[src/rtl/lstm_pkg.sv]
// Shared types for the LSTM buffer read path: read-initiator FSM states and
// the FIFO credit check used when deciding whether a read may be issued.
package lstm_pkg;

    typedef enum logic [1:0] {
        IDLE  = 2'd0,
        RUN   = 2'd1,
        FLUSH = 2'd2
    } rd_state_t;

    // A new read is allowed only if its word is guaranteed a FIFO slot,
    // counting the word already in flight and a pop happening this cycle.
    function automatic logic credit_ok(input logic [1:0] fifo_count,
                                       input logic       inflight,
                                       input logic       pop);
        return ({1'b0, fifo_count} + {2'b00, inflight}) < (3'd2 + {2'b00, pop});
    endfunction

endpackage

[src/rtl/mem_rd_stream_if.sv]
// Bundle for one buffer read path: control (start/base/len/busy/done), the
// single-cycle-latency memory read port, and the outgoing valid/ready stream.
interface mem_rd_stream_if #(
    parameter int DWIDTH  = 16,
    parameter int MEMSIZE = 8
);
    logic                     start;
    logic [MEMSIZE-1:0]       base;
    logic [MEMSIZE:0]         len;
    logic                     busy;
    logic                     done;
    logic [MEMSIZE-1:0]       mem_addr;
    logic signed [DWIDTH-1:0] mem_rdata;
    logic                     out_valid;
    logic                     out_ready;
    logic signed [DWIDTH-1:0] out_data;
    logic                     out_last;

    modport master (
        input  start, base, len, mem_rdata, out_ready,
        output busy, done, mem_addr, out_valid, out_data, out_last
    );

    modport slave (
        output start, base, len, mem_rdata, out_ready,
        input  busy, done, mem_addr, out_valid, out_data, out_last
    );
endinterface

[src/rtl/mem_rd_stream_fifo2.sv]
// Two-entry synchronous FIFO holding read data until the consumer takes it.
// Storage is cleared on reset so the head reads as zero until the first push.
module fifo2 #(
    parameter int DWIDTH = 16
) (
    input  logic                     clk,
    input  logic                     rst,
    input  logic                     push,
    input  logic                     pop,
    input  logic signed [DWIDTH-1:0] push_data,
    output logic signed [DWIDTH-1:0] head,
    output logic [1:0]               count
);
    logic signed [DWIDTH-1:0] data_q [2];
    logic                     wr_ptr_q, wr_ptr_d;
    logic                     rd_ptr_q, rd_ptr_d;
    logic [1:0]               count_q, count_d;

    always_comb begin
        wr_ptr_d = wr_ptr_q;
        rd_ptr_d = rd_ptr_q;
        count_d  = count_q;
        if (push) wr_ptr_d = ~wr_ptr_q;
        if (pop)  rd_ptr_d = ~rd_ptr_q;
        case ({push, pop})
            2'b10:   count_d = count_q + 2'd1;
            2'b01:   count_d = count_q - 2'd1;
            default: count_d = count_q;
        endcase
    end

    always_ff @(posedge clk or posedge rst) begin
        if (rst) begin
            wr_ptr_q <= 1'b0;
            rd_ptr_q <= 1'b0;
            count_q  <= 2'd0;
        end else begin
            wr_ptr_q <= wr_ptr_d;
            rd_ptr_q <= rd_ptr_d;
            count_q  <= count_d;
        end
    end

    for (genvar gi = 0; gi < 2; gi++) begin : g_entry
        always_ff @(posedge clk or posedge rst) begin
            if (rst) begin
                data_q[gi] <= '0;
            end else if (push && (wr_ptr_q == 1'(gi))) begin
                data_q[gi] <= push_data;
            end
        end
    end

    assign head  = data_q[rd_ptr_q];
    assign count = count_q;
endmodule

[src/rtl/mem_rd_stream.sv]
// Streams len consecutive words starting at base out of a one-cycle-latency
// read port, with credit-based issue so the 2-entry FIFO can never overflow.
module mem_rd_stream
    import lstm_pkg::*;
#(
    parameter int DWIDTH  = 16,
    parameter int MEMSIZE = 8
) (
    input  logic            clk,
    input  logic            rst,
    mem_rd_stream_if.master bus
);
    localparam logic [MEMSIZE:0] LEN_ONE = (MEMSIZE+1)'(1);

    rd_state_t                state_q, state_d;
    logic [MEMSIZE-1:0]       addr_q, addr_d;
    logic [MEMSIZE-1:0]       mem_addr_q, mem_addr_d;
    logic [MEMSIZE:0]         issue_left_q, issue_left_d;
    logic [MEMSIZE:0]         pop_left_q, pop_left_d;
    logic                     inflight_q, inflight_d;
    logic                     done_q, done_d;

    logic [1:0]               fifo_count;
    logic signed [DWIDTH-1:0] fifo_head;
    logic                     out_valid;
    logic                     pop;
    logic                     issue;

    assign out_valid = (fifo_count != 2'd0);
    assign pop       = out_valid & bus.out_ready;
    assign issue     = (state_q == RUN) && (issue_left_q != '0)
                       && credit_ok(fifo_count, inflight_q, pop);

    always_comb begin
        state_d      = state_q;
        addr_d       = addr_q;
        issue_left_d = issue_left_q;
        pop_left_d   = pop_left_q;
        done_d       = 1'b0;
        inflight_d   = issue;
        // The port keeps its last address when idle; those reads are dropped.
        mem_addr_d   = issue ? addr_q : mem_addr_q;

        if (pop) pop_left_d = pop_left_q - LEN_ONE;

        case (state_q)
            IDLE: begin
                if (bus.start) begin
                    if (bus.len == '0) begin
                        done_d = 1'b1;
                    end else begin
                        addr_d       = bus.base;
                        issue_left_d = bus.len;
                        pop_left_d   = bus.len;
                        state_d      = RUN;
                    end
                end
            end
            RUN: begin
                if (issue) begin
                    addr_d       = addr_q + 1'b1;
                    issue_left_d = issue_left_q - LEN_ONE;
                    if (issue_left_q == LEN_ONE) state_d = FLUSH;
                end
            end
            FLUSH: begin
                if (pop && (pop_left_q == LEN_ONE)) begin
                    state_d = IDLE;
                    done_d  = 1'b1;
                end
            end
            default: state_d = IDLE;
        endcase
    end

    always_ff @(posedge clk or posedge rst) begin
        if (rst) begin
            state_q      <= IDLE;
            addr_q       <= '0;
            mem_addr_q   <= '0;
            issue_left_q <= '0;
            pop_left_q   <= '0;
            inflight_q   <= 1'b0;
            done_q       <= 1'b0;
        end else begin
            state_q      <= state_d;
            addr_q       <= addr_d;
            mem_addr_q   <= mem_addr_d;
            issue_left_q <= issue_left_d;
            pop_left_q   <= pop_left_d;
            inflight_q   <= inflight_d;
            done_q       <= done_d;
        end
    end

    fifo2 #(.DWIDTH(DWIDTH)) u_fifo (
        .clk       (clk),
        .rst       (rst),
        .push      (inflight_q),
        .pop       (pop),
        .push_data (bus.mem_rdata),
        .head      (fifo_head),
        .count     (fifo_count)
    );

    assign bus.busy      = (state_q != IDLE);
    assign bus.done      = done_q;
    assign bus.mem_addr  = mem_addr_d;
    assign bus.out_valid = out_valid;
    assign bus.out_data  = fifo_head;
    assign bus.out_last  = out_valid && (pop_left_q == LEN_ONE);
endmodule

[src/flat_wrapper.sv]
// flat-port wrapper written by rule: the top's interface ports become plain ports
module mem_rd_stream_flat import lstm_pkg::*;
#(
    parameter int DWIDTH  = 16,
    parameter int MEMSIZE = 8
)
  (clk, rst, bus_start, bus_base, bus_len, bus_mem_rdata, bus_out_ready, bus_busy, bus_done, bus_mem_addr, bus_out_valid, bus_out_data, bus_out_last);
  mem_rd_stream_if #(.DWIDTH(DWIDTH), .MEMSIZE(MEMSIZE)) bus_i ();
  input  logic clk;
  input  logic rst;
  input wire logic [$bits(bus_i.start)-1:0] bus_start;
  input wire logic [$bits(bus_i.base)-1:0] bus_base;
  input wire logic [$bits(bus_i.len)-1:0] bus_len;
  input wire logic [$bits(bus_i.mem_rdata)-1:0] bus_mem_rdata;
  input wire logic [$bits(bus_i.out_ready)-1:0] bus_out_ready;
  output wire logic [$bits(bus_i.busy)-1:0] bus_busy;
  output wire logic [$bits(bus_i.done)-1:0] bus_done;
  output wire logic [$bits(bus_i.mem_addr)-1:0] bus_mem_addr;
  output wire logic [$bits(bus_i.out_valid)-1:0] bus_out_valid;
  output wire logic [$bits(bus_i.out_data)-1:0] bus_out_data;
  output wire logic [$bits(bus_i.out_last)-1:0] bus_out_last;
  assign bus_i.start = bus_start;
  assign bus_i.base = bus_base;
  assign bus_i.len = bus_len;
  assign bus_i.mem_rdata = bus_mem_rdata;
  assign bus_i.out_ready = bus_out_ready;
  assign bus_busy = bus_i.busy;
  assign bus_done = bus_i.done;
  assign bus_mem_addr = bus_i.mem_addr;
  assign bus_out_valid = bus_i.out_valid;
  assign bus_out_data = bus_i.out_data;
  assign bus_out_last = bus_i.out_last;
  mem_rd_stream #(.DWIDTH(DWIDTH), .MEMSIZE(MEMSIZE)) u_core (.clk(clk), .rst(rst), .bus(bus_i));
endmodule
[config.mk]
export PLATFORM = sky130hd
export DESIGN_NAME = mem_rd_stream_flat
export DESIGN_NICKNAME = d
export VERILOG_FILES = /design/src/rtl/lstm_pkg.sv /design/src/rtl/mem_rd_stream_if.sv /design/src/rtl/mem_rd_stream_fifo2.sv /design/src/rtl/mem_rd_stream.sv /design/src/flat_wrapper.sv
export SDC_FILE = /design/constraint.sdc
export NUM_CORES = 1
export LEC_CHECK = 0
export ABC_AREA = 1
export CORE_ASPECT_RATIO = 2
export CORE_MARGIN = 1
export CORE_UTILIZATION = 35
export DETAILED_ROUTE_END_ITERATION = 16
export GPL_TIMING_DRIVEN = 0
export PLACE_DENSITY_LB_ADDON = 0.1
export SLEW_MARGIN = 10
export SYNTH_ARGS = -nofsm -noshare
export SYNTH_HDL_FRONTEND = slang
export SYNTH_SLANG_ARGS = --single-unit
export TNS_END_PERCENT = 100
[constraint.sdc]
create_clock -name clk -period 3.8 [get_ports clk]
set_input_delay 1.14 -clock clk [delete_from_list [all_inputs] [get_ports clk]]
set_output_delay 1.14 -clock clk [all_outputs]
set_load 0.05 [all_outputs]
==> results of run 1 <==
[per-stage QoR]
| step | instance area, um^2 | util (%) | hold WS (ps) |
|---|---|---|---|
| after floorplan | 3870 | - | 453 |
| after global placement | 4690 | 43.4 | 467 |
| after detailed placement | 4720 | 43.6 | 473 |
| after CTS | 5060 | 46.8 | 488 |
| after global routing | 5080 | 47.0 | 508 |
| final | 5080 | 47.0 | 482 |
[worst max-delay path, stage by stage]
cell	delay (ps)
clkdlybuf4s50_1	530
inv_2	80
nor2_8	90
nand2_2	50
nand2_2	70
nand3_4	80
buf_4	190
nand2_1	110
o21ai_4	80
buf_6	150
[Yosys cell counts (all sizes together) (3+ instances only)]
library cell | instances | area, um^2
nand2 | 184 | 703
a21oi | 6 | 30.0
a31oi | 3 | 18.8
buf | 6 | 57.6
o21ai | 76 | 392
inv | 60 | 228
nand3 | 23 | 128
ha | 9 | 113
xor2 | 5 | 43.8
nand4 | 3 | 18.8
clkbuf | 12 | 45.0
xnor2 | 3 | 26.3
dfrtp | 74 | 1850
nor2 | 36 | 159
[area by class of cell]
type / count / area share, %
Sequential cell: 74 / 36.5
Multi-Input combinational cell: 357 / 33.8
Timing Repair Buffer: 67 / 13.6
Clock buffer: 10 / 4.70
Inverter: 60 / 4.53
Tap cell: 140 / 3.45
Buffer: 17 / 2.09
Clock inverter: 6 / 1.28
[cell families after synthesis]
kind of cell,after synthesis,share of synthesized area (%)
buffers and inverters,78,8.53
adder cells (fa/ha/maj),9,2.91
XOR/XNOR,8,1.81
flip-flops,74,47.8
AND/OR/NAND/NOR,253,27.1
AO/OA/AOI/OAI,87,11.8
[how the worst max path moves through the flow]
stage,start,endpoint,slack [ps],cells past startpoint
finish,bus_out_ready,bus_mem_addr[7],80,10
global route,bus_out_ready,bus_mem_addr[0],10,9
CTS,bus_out_ready,bus_mem_addr[5],30,9
detailed placement,bus_out_ready,bus_mem_addr[7],-1100,9
global placement,bus_out_ready,bus_mem_addr[7],-1090,9
floorplan,bus_out_ready,bus_mem_addr[0],-290,7
[timing repair]
action	CTS	global route
pin swaps	1	0
hold endpoints to repair	0	0
setup endpoints to repair	18	15
resized for setup	76	8
hold buffers	0	0
buffers inserted	2	0
[registers in the layout (all words and copies together) (netlist names), 2 cells and up]
register and flops:
u_core.addr_q 8, u_core.pop_left_q 9, u_core.u_fifo.count 2, u_core.issue_left_q 9, u_core.u_fifo.data_q 32, u_core.state_q 2, u_core.mem_addr_q 8
[power by group]
part	internal (mW)	leakage, nW	switching, mW	total [mW]
logic	1.08	1.45	2.11	3.18
registers	1.18	0.910	0.243	1.42
clock network	0.527	0.149	0.338	0.866
total	2.79	2.51	2.69	5.47
[per-layer routing]
layer	wire length (um)	part of all wire, %	vias up
met5	0	0	-
met1	3840	37	1658
met4	258	2.5	0
met2	5760	56	93
met3	389	3.8	18
li1	-	-	1758
==> impl_metrics.yaml, run 1 <==
outcome:
  status: "completed"
worst_hold_path:
  holdCritPathClass: "flop to flop"
  min-delay-start: "u_core.mem_addr_q[2]"
  min_path_cells: 2
  holdPathEnd: "u_core.mem_addr_q[2]"
cts:
  htree_levels: 3
  clockRootBuffer: "clkbuf_16"
  cts_buffers: 9
  cts_tree: "built"
  cts.reportedPaths.clkPinSlew_ps: 60
  clock_path_buffers: 2
  cts.sinks: 74
  clock_latency_ps: 330
die:
  start_util_pct: 35.8
  core-area_um2: 10800
  die_x_um: 76.4
  die_area_um2: 11500
  ioPinCount: 65
  rows: 54
  fp.dieH_um: 151
timing:
  fin_crit_ps: 3720
  worst_slack_ps: 78.7
  hold_viol_final: 0
  finalMaxSlewViolations: 0
  setup_violations: 0
  worst_pin_slew_ps: 577
  slew_headroom_pct: 61.5
  rsz0062_at_grt: "false"
  finClkSkew_ps: 5.80
  fmax_mhz: 269
  post-route-period-util_pct: 97.9
  final.setup.tns_ps: 0
drt:
  dr.pass1.iters: 4
  via_count: 3527
  wl_per_cell_um: 14.0
  wirelength_mm: 10.2
  drt-vias-per-instance: 4.82
  drtAntennaViolNets: 0
  first_iter_violations: 182
  drc: 0
synthesis:
  ys.flop_type: "dfrtp_1"
  synthCells: 509
  synthesis.nets: 555
  ys_seq_elements: 74
  synth_seq_area_share_pct: 47.8
  synth_cell_types: 28
  synth_edf_count: 0
  yosysWarningCount: 0
  synthesis.area_um2: 3870
  async_flop_share_pct: 100
  synth.avg_cell_area_um2: 7.61
global_route:
  grt.busiest_layer: "met2"
  grt_overflow: 0
  grt_util_met2_pct: 37.7
  grt_pass1_wl_mm: 16.8
  grt_max_degree: 50
  grt_pass1_vias: 3469
  antenna_found_initial: 0
  track_usage_pct: 19.0
  grt.met3_usage_pct: 3.52
  met1_usage_pct: 18.8
setup_path:
  cp-end-kind: "output pin"
  crit_fanout: 9
  worst-setup-path-type: "input pin to output pin"
  ff2ff_path_depth: 11
  r2r_slack_ps: 1930
  regToRegStartpoint: "u_core.issue_left_q[0]"
  arrival_ps: 2580
  cp-start-kind: "input pin"
  worstReg2RegEnd: "u_core.issue_left_q[6]"
  required_ps: 2660
power_and_ir_drop:
  p_per_area_nw_per_um2: 1080
  vdd_ir_drop_max_mv: 0.781
  leakage_nw: 2.51
  power.total_mw: 5.47
cells_and_area:
  mostFrequentLayoutCells: "nand2_1, dfrtp_1, o21ai_0, inv_1, clkdlybuf4s50_1"
  drive_gt1_share_pct: 9.14
  diodes: 0
  finalNonFillerCells: 731
  final_common_cell: "nand2_1"
  nets: 632
  seqCellArea_um2: 1850
  nFillCells: 1099
  multi_input_area_um2: 1720
  area_growth_pct: 31.2
placed_design:
  dp_hpwl_mm: 7.60
  dp_slack_ps: -1100
  gp_congestion: 0.901
  port_buffers: 64
  place_inst: 714
flow_run:
  cap_viol_max_count: 0
No activity file was read; power rests on OpenSTA's default activity.
==> inputs of run 2 (changes only) <==
--- a/config.mk
+++ b/config.mk
@@ -9,9 +9,11 @@
 export CORE_ASPECT_RATIO = 2
 export CORE_MARGIN = 1
 export CORE_UTILIZATION = 35
+export CTS_CLUSTER_SIZE = 40
 export DETAILED_ROUTE_END_ITERATION = 16
 export GPL_TIMING_DRIVEN = 0
 export PLACE_DENSITY_LB_ADDON = 0.1
+export RECOVER_POWER = 50
 export SLEW_MARGIN = 10
 export SYNTH_ARGS = -nofsm -noshare
 export SYNTH_HDL_FRONTEND = slang
==> run 2 against run 1 <==
Effect of this change: sequential share of layout area is 0.17 points higher; wire length about the same; highest routed layer unchanged; non-clock buffer count unchanged; critical path depth did not move; via count fell by 0.11%; sequential power about the same; critical endpoint unchanged; critical path type unchanged; largest power group unchanged; worst hold slack unchanged; final area decreased by 0.47%.
==> impl_metrics.yaml, run 2 (same netlist as run 1, synthesis figures left out) <==
setup_path:
  ff2ff_path_depth: 11
  cp-end-kind: "output pin"
  required_ps: 2660
  crit_path_frequent_cell: "nand2_2"
  path_delay_family: "buffers and inverters"
  worst-setup-path-type: "input pin to output pin"
  path_cells: "clkdlybuf4s50_1 > inv_2 > nor2_8 > nand2_2 > nand2_2 > nand3_4 > buf_4 > nand2_1 > o21ai_4 > buf_6"
  cp-start-kind: "input pin"
  crit_fanout: 9
  worstReg2RegEnd: "u_core.issue_left_q[6]"
  r2r_slack_ps: 1930
  arrival_ps: 2580
  critPathBufInv: 4
  regToRegStartpoint: "u_core.issue_left_q[0]"
  cpMaxStageDelayCell: "clkdlybuf4s50_1"
  crit_path_max_incr_delay_ps: 530
die:
  fp.dieH_um: 151
  ioPinCount: 65
  die_x_um: 76.4
  die_area_um2: 11500
  start_util_pct: 35.8
  core-area_um2: 10800
  rows: 54
timing:
  finalMaxSlewViolations: 0
  finClkSkew_ps: 5.80
  rsz0062_at_grt: "false"
  fin_crit_ps: 3720
  slew_headroom_pct: 18.5
  post-route-period-util_pct: 97.9
  setup_violations: 0
  hold_viol_final: 0
  fmax_mhz: 269
  worst_pin_slew_ps: 1220
drt:
  wl_met1_mm: 3.84
  maxUsedRoutingLayer: "met4"
  dr_wl_met2_mm: 5.75
  first_iter_violations: 189
  wl_per_cell_um: 14.0
  dr.pass1.iters: 4
  wirelength_mm: 10.2
  wl_met3_um: 384
  via_count: 3523
  drc: 0
  drt-vias-per-instance: 4.82
  drtAntennaViolNets: 0
cts:
  clockRootBuffer: "clkbuf_16"
  cts_tree: "built"
  clock_latency_ps: 330
  cts_buffers: 9
  clock_path_buffers: 2
  htree_levels: 3
  cts.reportedPaths.clkPinSlew_ps: 60
  cts.sinks: 74
power_and_ir_drop:
  vdd_ir_drop_max_mv: 0.781
  comb_power_share_pct: 58.1
  p_per_area_nw_per_um2: 1080
  leakage_nw: 2.50
  switching_share_pct: 49.1
  internal-power_mw: 2.78
  power.total_mw: 5.47
  p_sw_mw: 2.69
  clkPwrFrac_pct: 15.8
  p_seq_share_pct: 26.1
cells_and_area:
  drive_gt1_share_pct: 9.14
  nets: 632
  largest_reg_flops: 32
  diodes: 0
  final_area_um2: 5060
  final_common_cell: "nand2_1"
  regMostFlops: "u_core.u_fifo.data_q"
  area_growth_pct: 30.6
  mostFrequentLayoutCells: "nand2_1, dfrtp_1, o21ai_0, inv_1, clkdlybuf4s50_1"
  nFillCells: 1103
  reg_top3: "u_core.u_fifo.data_q x32, u_core.issue_left_q x9, u_core.pop_left_q x9"
placed_design:
  gp_congestion: 0.901
  port_buffers: 64
  dp_hpwl_mm: 7.60
  dpl-instance-area_um2: 4720
flow_run:
  cap_viol_max_count: 0
global_route:
  grt_pass1_vias: 3469
  antenna_found_initial: 0
  track_usage_pct: 19.0
  grt_pass1_wl_mm: 16.8
  grt_max_degree: 50
  grt_overflow: 0
worst_hold_path:
  holdCritPathClass: "flop to flop"
  holdPathEnd: "u_core.mem_addr_q[2]"
  min_path_cells: 2
  min-delay-start: "u_core.mem_addr_q[2]"
outcome:
  status: "completed"
[run 2: cell types whose count changed in the layout (fill, tap and decap cells not counted)]
cell	change
clkdlybuf4s50_1	-17
inv_4	-1
clkinvlp_2	+1
clkbuf_2	+1
dlygate4sd3_1	+17
buf_16	-1
[run 2: worst min-delay path: stages, from the launching register on]
cell	delay [ps]
dfrtp_1	320
nand2_1	60
o21ai_2	70
[run 2: layer usage]
metal  vias up  GRT usage, %
met2        92          37.7
met5         -             0
met4         0          8.56
met1      1655          18.8
li1       1758             -
met3        18          3.52
[run 2: worst max path at each step]
stage	depth (start not counted)	slack [ps]	endpoint	startpoint
4_1_cts	9	30	bus_mem_addr[5]	bus_out_ready
2_1_floorplan	7	-290	bus_mem_addr[0]	bus_out_ready
3_5_place_dp	9	-1100	bus_mem_addr[7]	bus_out_ready
6_report	10	80	bus_mem_addr[7]	bus_out_ready
3_3_place_gp	9	-1090	bus_mem_addr[7]	bus_out_ready
5_1_grt	9	10	bus_mem_addr[0]	bus_out_ready
[run 2: cell type report]
cell class / instances / area (um^2) / share of cell area [%]
sequential: 74 / 1850 / 36.6
multi-input combinational: 357 / 1720 / 34.0
timing repair buffer: 67 / 671 / 13.3
clock buffer: 10 / 239 / 4.73
inverter: 60 / 229 / 4.53
tap: 140 / 175 / 3.46
buffer: 17 / 106 / 2.10
clock inverter: 6 / 65.1 / 1.29
[run 2: per-stage QoR]
step	std cells	TNS (ps)	setup slack, ps	utilization [%]	hold slack [ps]
4_1_cts	731	0	32.7	46.8	488
5_1_grt	731	0	10.6	46.8	508
3_5_place_dp	714	-7820	-1100	43.6	473
2_1_floorplan	509	-2300	-287	-	453
6_report	731	0	78.7	46.8	482
3_3_place_gp	713	-51270	-1090	43.4	467
[run 2: power groups by stage]
| stage | combinational, mW | sequential, mW | clock, mW |
|---|---|---|---|
| 3_5_place_dp | 3.09 | 1.43 | 0 |
| 4_1_cts | 3.19 | 1.42 | 0.888 |
| 6_report | 3.17 | 1.42 | 0.866 |
| 2_1_floorplan | 2.19 | 1.38 | 0 |
| 3_3_place_gp | 3.04 | 1.42 | 0 |
| 5_1_grt | 3.48 | 1.48 | 0.929 |
[run 2: what timing repair did]
item / CTS / global route
hold buffers: 0 / 0
setup endpoints to repair: 18 / 15
setup buffers: 2 / 0
pin swaps: 1 / 0
resized for setup: 76 / 8
cloned: 0 / 0
==> inputs of run 3 (changes only) <==
--- a/config.mk
+++ b/config.mk
@@ -6,13 +6,12 @@
 export NUM_CORES = 1
 export LEC_CHECK = 0
 export ABC_AREA = 1
-export CORE_ASPECT_RATIO = 2
+export CORE_ASPECT_RATIO = 1.4
 export CORE_MARGIN = 1
 export CORE_UTILIZATION = 35
 export CTS_CLUSTER_SIZE = 40
 export DETAILED_ROUTE_END_ITERATION = 16
 export GPL_TIMING_DRIVEN = 0
-export PLACE_DENSITY_LB_ADDON = 0.1
 export RECOVER_POWER = 50
 export SLEW_MARGIN = 10
 export SYNTH_ARGS = -nofsm -noshare
==> run 3 against run 2 <==
Effect of this change: sequential share of layout area increased by 0.064 points; clock skew up 1.1 ps; setup slack got worse by 28 ps; die area shrank 0.17%; wire length fell by 8.8%; final area decreased by 0.17%; via count decreased by 1.8%; non-clock buffer count rose by 1; first-iteration DRC count fell by 28%; critical path type unchanged; largest cell class unchanged.
==> impl_metrics.yaml, run 3 (same netlist as run 1, synthesis figures left out) <==
die:
  core-area_um2: 10800
  fp.dieH_um: 126
  ioPinCount: 65
  start_util_pct: 35.8
  die_x_um: 90.9
  die_area_um2: 11500
  rows: 45
cts:
  cts-hold-fix-buffers: 0
  cts_buffers: 9
  clockRootBuffer: "clkbuf_16"
  cts.sinks: 74
  htree_levels: 3
  cts_tree: "built"
  clock_latency_ps: 340
  cts.reportedPaths.clkPinSlew_ps: 60
  clock_path_buffers: 2
timing:
  hold_viol_final: 0
  rsz0062_at_grt: "true"
  fmax_mhz: 267
  finClkSkew_ps: 6.88
  setup_violations: 0
  finalMaxSlewViolations: 0
  worst_pin_slew_ps: 1270
  fin_crit_ps: 3750
  post-route-period-util_pct: 98.7
  slew_headroom_pct: 15.6
  final.setup.tns_ps: 0
drt:
  wirelength_mm: 9.34
  drt-vias-per-instance: 4.72
  drc: 0
  dr.pass1.iters: 4
  drtAntennaViolNets: 0
  first_iter_violations: 137
  wl_per_cell_um: 12.7
  via_count: 3458
flow_run:
  cap_viol_max_count: 0
setup_path:
  worstReg2RegEnd: "u_core.issue_left_q[6]"
  crit_fanout: 10
  cpMaxStageDelayCell: "clkdlybuf4s50_1"
  critPathBufInv: 4
  ff2ff_path_depth: 11
  path_cells: "clkdlybuf4s50_1 > inv_2 > nor2_8 > nand2_2 > nand2_2 > nand3_4 > buf_6 > o21ai_1 > buf_6"
  crit_end: "bus_mem_addr[2]"
  r2r_slack_ps: 1760
  required_ps: 2660
  regToRegStartpoint: "u_core.u_fifo.count[0]"
  cp-start-kind: "input pin"
  worst-setup-path-type: "input pin to output pin"
  arrival_ps: 2610
  crit_start: "bus_out_ready"
  path_depth: 9
  path_delay_family: "buffers and inverters"
  cp-end-kind: "output pin"
  crit_path_max_incr_delay_ps: 530
cells_and_area:
  drive_gt1_share_pct: 8.95
  regMostFlops: "u_core.u_fifo.data_q"
  nets: 633
  area_growth_pct: 30.4
  largest_reg_flops: 32
  nFillCells: 1108
  final_common_cell: "nand2_1"
  finalNonFillerCells: 733
  diodes: 0
  mostFrequentLayoutCells: "nand2_1, dfrtp_1, o21ai_0, inv_1, clkdlybuf4s50_1"
  reg_top3: "u_core.u_fifo.data_q x32, u_core.issue_left_q x9, u_core.pop_left_q x9"
global_route:
  grt_pass1_vias: 3304
  grt_max_degree: 52
  grt_pass1_wl_mm: 16.0
  grt_overflow: 0
  track_usage_pct: 17.5
  antenna_found_initial: 0
outcome:
  status: "completed"
placed_design:
  gp_congestion: 0.852
  port_buffers: 64
  dp_hpwl_mm: 6.74
  place_inst: 715
worst_hold_path:
  min_path_cells: 2
  holdCritPathClass: "flop to flop"
  min-delay-start: "u_core.u_fifo.data_q[22]"
==> run 3: cell count changes in the layout (fill, tap and decap cells not counted), sizes merged <==
cell,delta
clkbuf,-1
buf,+1
inv,+1
==> run 3: stage by stage <==
| step | worst slack (ps) | instance area, um^2 | hold slack (ps) | util, % |
|---|---|---|---|---|
| 2_1_floorplan | -287 | 3870 | 453 | - |
| 3_3_place_gp | -909 | 4690 | 466 | 43.4 |
| 3_5_place_dp | -943 | 4720 | 474 | 43.6 |
| 4_1_cts | -9.81 | 5050 | 489 | 46.7 |
| 5_1_grt | -33.0 | 5050 | 507 | 46.7 |
| 6_report | 50.7 | 5050 | 485 | 46.7 |
==> run 3: routing by layer <==
layer	share of wire (%)	wire (um)	track usage, %	up-vias
li1	-	-	-	1753
met1	45	4220	22.0	1613
met2	50	4650	29.9	80
met3	3.6	340	3.06	12
met4	1.4	128	6.44	0
met5	0	0	0	-
==> run 3: worst min-delay path by stage <==
stage / endpoint / slack, ps
after floorplan: u_core.u_fifo.data_q[14] / 450
after global placement: u_core.u_fifo.data_q[16] / 470
after detailed placement: u_core.u_fifo.data_q[29] / 470
after CTS: u_core.u_fifo.data_q[29] / 490
after global routing: u_core.u_fifo.data_q[25] / 510
final: u_core.u_fifo.data_q[22] / 490
==> run 3: final cells by class <==
| class | instances | area [um^2] | area share [%] |
|---|---|---|---|
| inverter | 60 | 229 | 4.54 |
| sequential | 74 | 1850 | 36.7 |
| buffer | 17 | 105 | 2.08 |
| clock buffer | 9 | 225 | 4.46 |
| clock inverter | 7 | 77.6 | 1.54 |
| tap | 141 | 176 | 3.50 |
| timing repair buffer | 68 | 674 | 13.4 |
| multi-input combinational | 357 | 1710 | 33.8 |
==> run 3: worst register-to-register path, cell delays in order, from the launching register on <==
cell and delay, ps:
dfrtp_1 450, ha_1 230, ha_1 180, nor2_1 180, nand3_4 130, buf_4 180
buf_4 160, nand2_4 110, buf_12 140, nand2_1 50, nand2_1 70, o21ai_2 50
==> run 3: what timing repair did <==
action / 4_1_cts / 5_1_grt
pin swaps: 1 / 0
setup endpoints to repair: 8 / 17
resized for setup: 71 / 8
buffers inserted: 3 / 0
Power of run 3 is left out: the tool's default activity adds up to more than one toggle a clock period on the data nets, which glitch-free logic cannot reach.
